### src/rtl/id_stage_ctrl.sv
// Decode-stage sequencer: 2-entry skid buffer between fetch and execute,
// with registered opcode format classification and a saturating stall counter.
module id_stage_ctrl #(
  parameter int CNT_W = 16,
  parameter int XLEN  = 32
) (
  input  logic             clk_i,
  input  logic             rst_ni,
  input  logic             flush_i,
  input  logic             if_valid_i,
  input  logic [XLEN-1:0]  if_instr_i,
  input  logic [XLEN-1:0]  if_pc_i,
  output logic             if_ready_o,
  output logic             ex_valid_o,
  input  logic             ex_ready_i,
  output logic [XLEN-1:0]  ex_instr_o,
  output logic [XLEN-1:0]  ex_pc_o,
  output logic [2:0]       ex_format_o,
  output logic             ex_illegal_o,
  output logic [CNT_W-1:0] stall_cnt_o
);

  typedef enum logic [1:0] {EMPTY, ONE, TWO} state_t;

  localparam logic [2:0] FMT_R = 3'd0;
  localparam logic [2:0] FMT_I = 3'd1;
  localparam logic [2:0] FMT_S = 3'd2;
  localparam logic [2:0] FMT_U = 3'd3;
  localparam logic [2:0] FMT_B = 3'd4;
  localparam logic [2:0] FMT_J = 3'd5;

  state_t state, state_next;

  logic [XLEN-1:0]  head_instr, head_pc, skid_instr, skid_pc;
  logic [2:0]       head_fmt, skid_fmt;
  logic             head_ill, skid_ill;
  logic [CNT_W-1:0] stall_cnt;

  logic       accept, consume;
  logic       load_head_in, load_head_skid, load_skid;
  logic [2:0] in_fmt;
  logic       in_ill;

  // Unknown opcodes are tagged R so the immediate generator sees a harmless format.
  always_comb begin
    in_fmt = FMT_R;
    in_ill = 1'b0;
    case (if_instr_i[6:0])
      7'b0110011:                         in_fmt = FMT_R;
      7'b0010011, 7'b0000011, 7'b1100111: in_fmt = FMT_I;
      7'b0100011:                         in_fmt = FMT_S;
      7'b0110111, 7'b0010111:             in_fmt = FMT_U;
      7'b1100011:                         in_fmt = FMT_B;
      7'b1101111:                         in_fmt = FMT_J;
      default:                            in_ill = 1'b1;
    endcase
  end

  assign if_ready_o = (state != TWO);
  assign ex_valid_o = (state != EMPTY);
  assign accept     = if_valid_i & if_ready_o;
  assign consume    = ex_valid_o & ex_ready_i;

  always_ff @(posedge clk_i or negedge rst_ni) begin
    if (!rst_ni) state <= EMPTY;
    else         state <= state_next;
  end

  // Flush overrides everything; a same-cycle accept is simply never loaded.
  always_comb begin
    state_next     = state;
    load_head_in   = 1'b0;
    load_head_skid = 1'b0;
    load_skid      = 1'b0;
    if (flush_i) begin
      state_next = EMPTY;
    end else begin
      case (state)
        EMPTY: if (accept) begin
          state_next   = ONE;
          load_head_in = 1'b1;
        end
        ONE: begin
          if (accept && consume) begin
            load_head_in = 1'b1;
          end else if (accept) begin
            state_next = TWO;
            load_skid  = 1'b1;
          end else if (consume) begin
            state_next = EMPTY;
          end
        end
        TWO: if (consume) begin
          state_next     = ONE;
          load_head_skid = 1'b1;
        end
        default: state_next = EMPTY;
      endcase
    end
  end

  always_ff @(posedge clk_i or negedge rst_ni) begin
    if (!rst_ni) begin
      head_instr <= '0;
      head_pc    <= '0;
      head_fmt   <= FMT_R;
      head_ill   <= 1'b0;
      skid_instr <= '0;
      skid_pc    <= '0;
      skid_fmt   <= FMT_R;
      skid_ill   <= 1'b0;
    end else begin
      if (load_head_in) begin
        head_instr <= if_instr_i;
        head_pc    <= if_pc_i;
        head_fmt   <= in_fmt;
        head_ill   <= in_ill;
      end else if (load_head_skid) begin
        head_instr <= skid_instr;
        head_pc    <= skid_pc;
        head_fmt   <= skid_fmt;
        head_ill   <= skid_ill;
      end
      if (load_skid) begin
        skid_instr <= if_instr_i;
        skid_pc    <= if_pc_i;
        skid_fmt   <= in_fmt;
        skid_ill   <= in_ill;
      end
    end
  end

  always_ff @(posedge clk_i or negedge rst_ni) begin
    if (!rst_ni)
      stall_cnt <= '0;
    else if (ex_valid_o && !ex_ready_i && (stall_cnt != {CNT_W{1'b1}}))
      stall_cnt <= stall_cnt + CNT_W'(1);
  end

  assign ex_instr_o   = head_instr;
  assign ex_pc_o      = head_pc;
  assign ex_format_o  = head_fmt;
  assign ex_illegal_o = head_ill;
  assign stall_cnt_o  = stall_cnt;

endmodule

### config.mk
export PLATFORM = sky130hd
export DESIGN_NAME = id_stage_ctrl
export DESIGN_NICKNAME = d
export VERILOG_FILES = /design/src/rtl/id_stage_ctrl.sv
export SDC_FILE = /design/constraint.sdc
export NUM_CORES = 1
export LEC_CHECK = 0
export CORE_ASPECT_RATIO = 1.1
export CORE_MARGIN = 5
export CORE_UTILIZATION = 35
export CTS_BUF_LIST = sky130_fd_sc_hd__clkbuf_4
export CTS_CLUSTER_SIZE = 14
export DETAILED_ROUTE_END_ITERATION = 8
export GPL_ROUTABILITY_DRIVEN = 1
export REMOVE_ABC_BUFFERS = 1
export SLEW_MARGIN = 10
export SYNTH_ARGS = -nofsm -noshare
export SYNTH_HDL_FRONTEND = slang
export SYNTH_SLANG_ARGS = --single-unit
### constraint.sdc
create_clock -name clk_i -period 2.4 [get_ports clk_i]
set_input_delay 0.24 -clock clk_i [delete_from_list [all_inputs] [get_ports clk_i]]
set_output_delay 0.24 -clock clk_i [all_outputs]
set_load 0.01 [all_outputs]
==> results_dict.tcl <==
set metrics [dict create \
    rrSetupSlack_ns 0.51 \
    pwr-share-seq_pct 49.3 \
    instances_no_fill 967 \
    max_freq_ghz 0.487 \
    crit_chain "or2_2, clkdlybuf4s50_1" \
    hold_class "primary input to async pin" \
    power.switching_w 0.00190 \
    cp-startpoint "state[1]" \
    drive_gt1_share_pct 16.7 \
    path_buf_inv 1 \
    grt.total_usage_pct 15.3 \
    pwr_density_cell_nw_per_um2 812 \
    timing.critical_path.to_type "primary output" \
    ir_drop_mv 0.353 \
    syn_avg_cell_area_sq_um 11.6 \
    cp.arrival_ns 1.81 \
    post_drt_wl_per_cell_um 16.6 \
    cts_setup_buffers 0 \
    portBuffers 154 \
    cp.required_ns 2.16 \
    critPathTopFamily "flip-flops" \
    n_fill_cell 1689 \
    async_reset_ff_share_pct 100 \
    io_pins 155 \
    critPathKind "register to primary output" \
    period_minus_slack_ns 2.05 \
    status "complete, no violations" \
    syn_inst 556 \
    finalPower_w 0.00708 \
    min_period_over_period_pct 85.5 \
    reg2reg_to "ex_pc_o[8]" \
    nNetsFinal 781 \
    die-height_um 152 \
    slowest_stage "dfrtp_1" \
    synth-edff-count 0 \
    ys.warnings.count 0 \
    firstDrtPassIters 4 \
    drcViolationCount 0 \
    p_clk_share_pct 29.5 \
    overflow 0 \
    slew_headroom_pct 48.3 \
    drtIter0Drc 197 \
    antenna_found_initial 0 \
    dieArea_sq_um 21200 \
    hold_viol 0 \
    p_comb_share_pct 21.2 \
    max_stage_delay_ns 0.49 \
    dp_cells 934 \
    ys_types 41 \
    cts_tree "built" \
    drv_slew 0 \
    die_w_um 139 \
    syn2layout_area_growth_pct 35.7 \
    dp_hpwl_um 11100 \
    rsz0062_at_grt "no" \
    fp-row-count 52 \
    ys.flop_type "dfrtp_1" \
    sw_frac_of_total_pct 26.9 \
    path_clk_slew_ns 0.14 \
    rr_startpoint "state[1]" \
    synth_seq_cells 154 \
    clock_latency_ns 0.54 \
    reg2regPathDepth 5 \
    n_antenna_cell 0 \
    p_leak_nw 3.87 \
    root_buffer "clkbuf_4" \
    cp-start-kind "register" \
    wl_um 16100 \
    vias 4849 \
    crit_fanout 8 \
    grt_pass1_vias 5115 \
    grt_max_degree 72 \
    gp_congestion 0.768 \
    syn_area_sq_um 6420 \
    setup-violations-final 0 \
    internal-power_w 0.00518 \
    cts_buffers 17 \
    clockBufferDepth 2 \
    worstMarginPinSlew_ns 0.774 \
    ant_nets 0 \
    start_util_pct 35.3 \
    grt_pass1_wl_um 26400 \
    htreeDepth 4 \
    yosysSeqAreaShare_pct 60.0 \
    via_per_inst 5.01 \
    clock-sinks 154 \
    core-area_sq_um 18200 \
    cap_violations 0 \
    skew_ns 0.0162 \
    ctsResizeCount 0 \
]
==> placed cells by master, fill, tap and decap left out, types with 2 or more instances in the layout <==
cell type,n
xnor2_1,6
nand4_1,8
bufinv_16,7
inv_6,2
a21boi_0,2
and2_1,2
nor2b_1,8
a21oi_1,7
nand2b_1,2
nand3_1,7
and3_1,3
xor2_1,4
mux2i_1,3
mux2_2,66
a211oi_1,5
nor3_1,2
dfrtp_1,154
and4_1,4
nand2_1,139
clkinv_4,3
buf_12,5
clkdlybuf4s50_1,153
o21ai_0,6
a22oi_1,63
inv_1,4
buf_4,9
nor2_1,6
clkbuf_4,17
a31oi_1,3
==> what timing repair did <==
| action | CTS | global route |
|---|---|---|
| setup endpoints to repair | 0 | 0 |
| hold buffers | 1 | 0 |
| endpoints found under the hold margin | 149 | 0 |
==> cells by family after synthesis <==
logic type	synth area share [%]
simple gates	13.2
flops	60.0
compound gates	10.7
mux	12.0
buf+inv	2.53
xor+xnor	1.36
fa+ha+maj	0.195
==> through the flow <==
step / setup TNS (ns) / utilization, % / cell area (sq um) / hold WS (ns) / setup WS, ns
CTS: 0 / 47.9 / 8720 / 0.112 / 0.273
global route: 0 / 47.9 / 8720 / 0.149 / 0.226
detailed placement: 0 / 45.6 / 8310 / 0.196 / 0.134
floorplan: -57.68 / - / 6280 / -0.0556 / -0.641
global placement: 0 / 45.6 / 8310 / 0.196 / 0.187
finish: 0 / 47.9 / 8720 / 0.171 / 0.347
==> routing by layer <==
| metal | GRT usage, % | routed length [um] | vias to the layer above |
|---|---|---|---|
| met5 | 0 | 0 | - |
| met2 | 25.7 | 8040 | 125 |
| met1 | 18.8 | 6820 | 2439 |
| met3 | 5.50 | 1030 | 14 |
| met4 | 4.38 | 170 | 0 |
| li1 | - | - | 2271 |
==> layout make-up <==
class                   instances  area [sq um]  share of cell area, %
inverters                       4          15.0                  0.172
repair buffers                169          1720                   19.7
clock buffers                  17           128                   1.46
multi-input cells             365          2430                   27.9
well taps                     243           304                   3.49
clock inverters                15           270                   3.10
flip-flops and latches        154          3850                   44.2
==> power groups by stage <==
stage | combinational [W] | sequential [W] | clock, W
floorplan | 0.000580 | 0.00357 | 0
global placement | 0.00148 | 0.00351 | 0
global route | 0.00164 | 0.00356 | 0.00227
finish | 0.00150 | 0.00350 | 0.00209
CTS | 0.00153 | 0.00349 | 0.00216
detailed placement | 0.00152 | 0.00354 | 0
==> registers in the layout (all words and copies together), names as in the netlist <==
signal and count:
ex_format_o 3, ex_illegal_o 1, ex_instr_o 32, ex_pc_o 32, skid_fmt 3, skid_ill 1
skid_instr 32, skid_pc 32, stall_cnt_o 16, state 2
==> worst max-delay path by stage <==
stage,end,depth (start not counted)
5_1_grt,ex_valid_o,2
2_1_floorplan,ex_instr_o[0],4
3_3_place_gp,ex_instr_o[28],6
6_report,ex_valid_o,2
3_5_place_dp,ex_pc_o[8],6
4_1_cts,ex_valid_o,2
==> synthesized netlist by cell type, types with 2 or more instances <==
library cell / instances / area (sq um)
and3_1: 3 / 18.8
nand2_1: 140 / 526
a211oi_1: 5 / 37.5
nor2b_1: 8 / 50.1
a21boi_0: 2 / 15.0
mux2_2: 66 / 743
a22oi_1: 63 / 473
xor2_1: 4 / 35.0
nand3_1: 7 / 35.0
a31oi_1: 3 / 18.8
dfrtp_1: 154 / 3850
buf_2: 19 / 95.1
and2_1: 3 / 18.8
nor2_1: 6 / 22.5
clkbuf_1: 14 / 52.6
mux2i_1: 3 / 30.0
a21oi_1: 7 / 35.0
nand4_1: 8 / 50.1
and4_1: 4 / 35.0
o21ai_0: 6 / 30.0
nand2b_1: 2 / 12.5
nor3_1: 2 / 10.0
inv_1: 4 / 15.0
xnor2_1: 6 / 52.6
No activity file was read; power rests on OpenSTA's default activity.
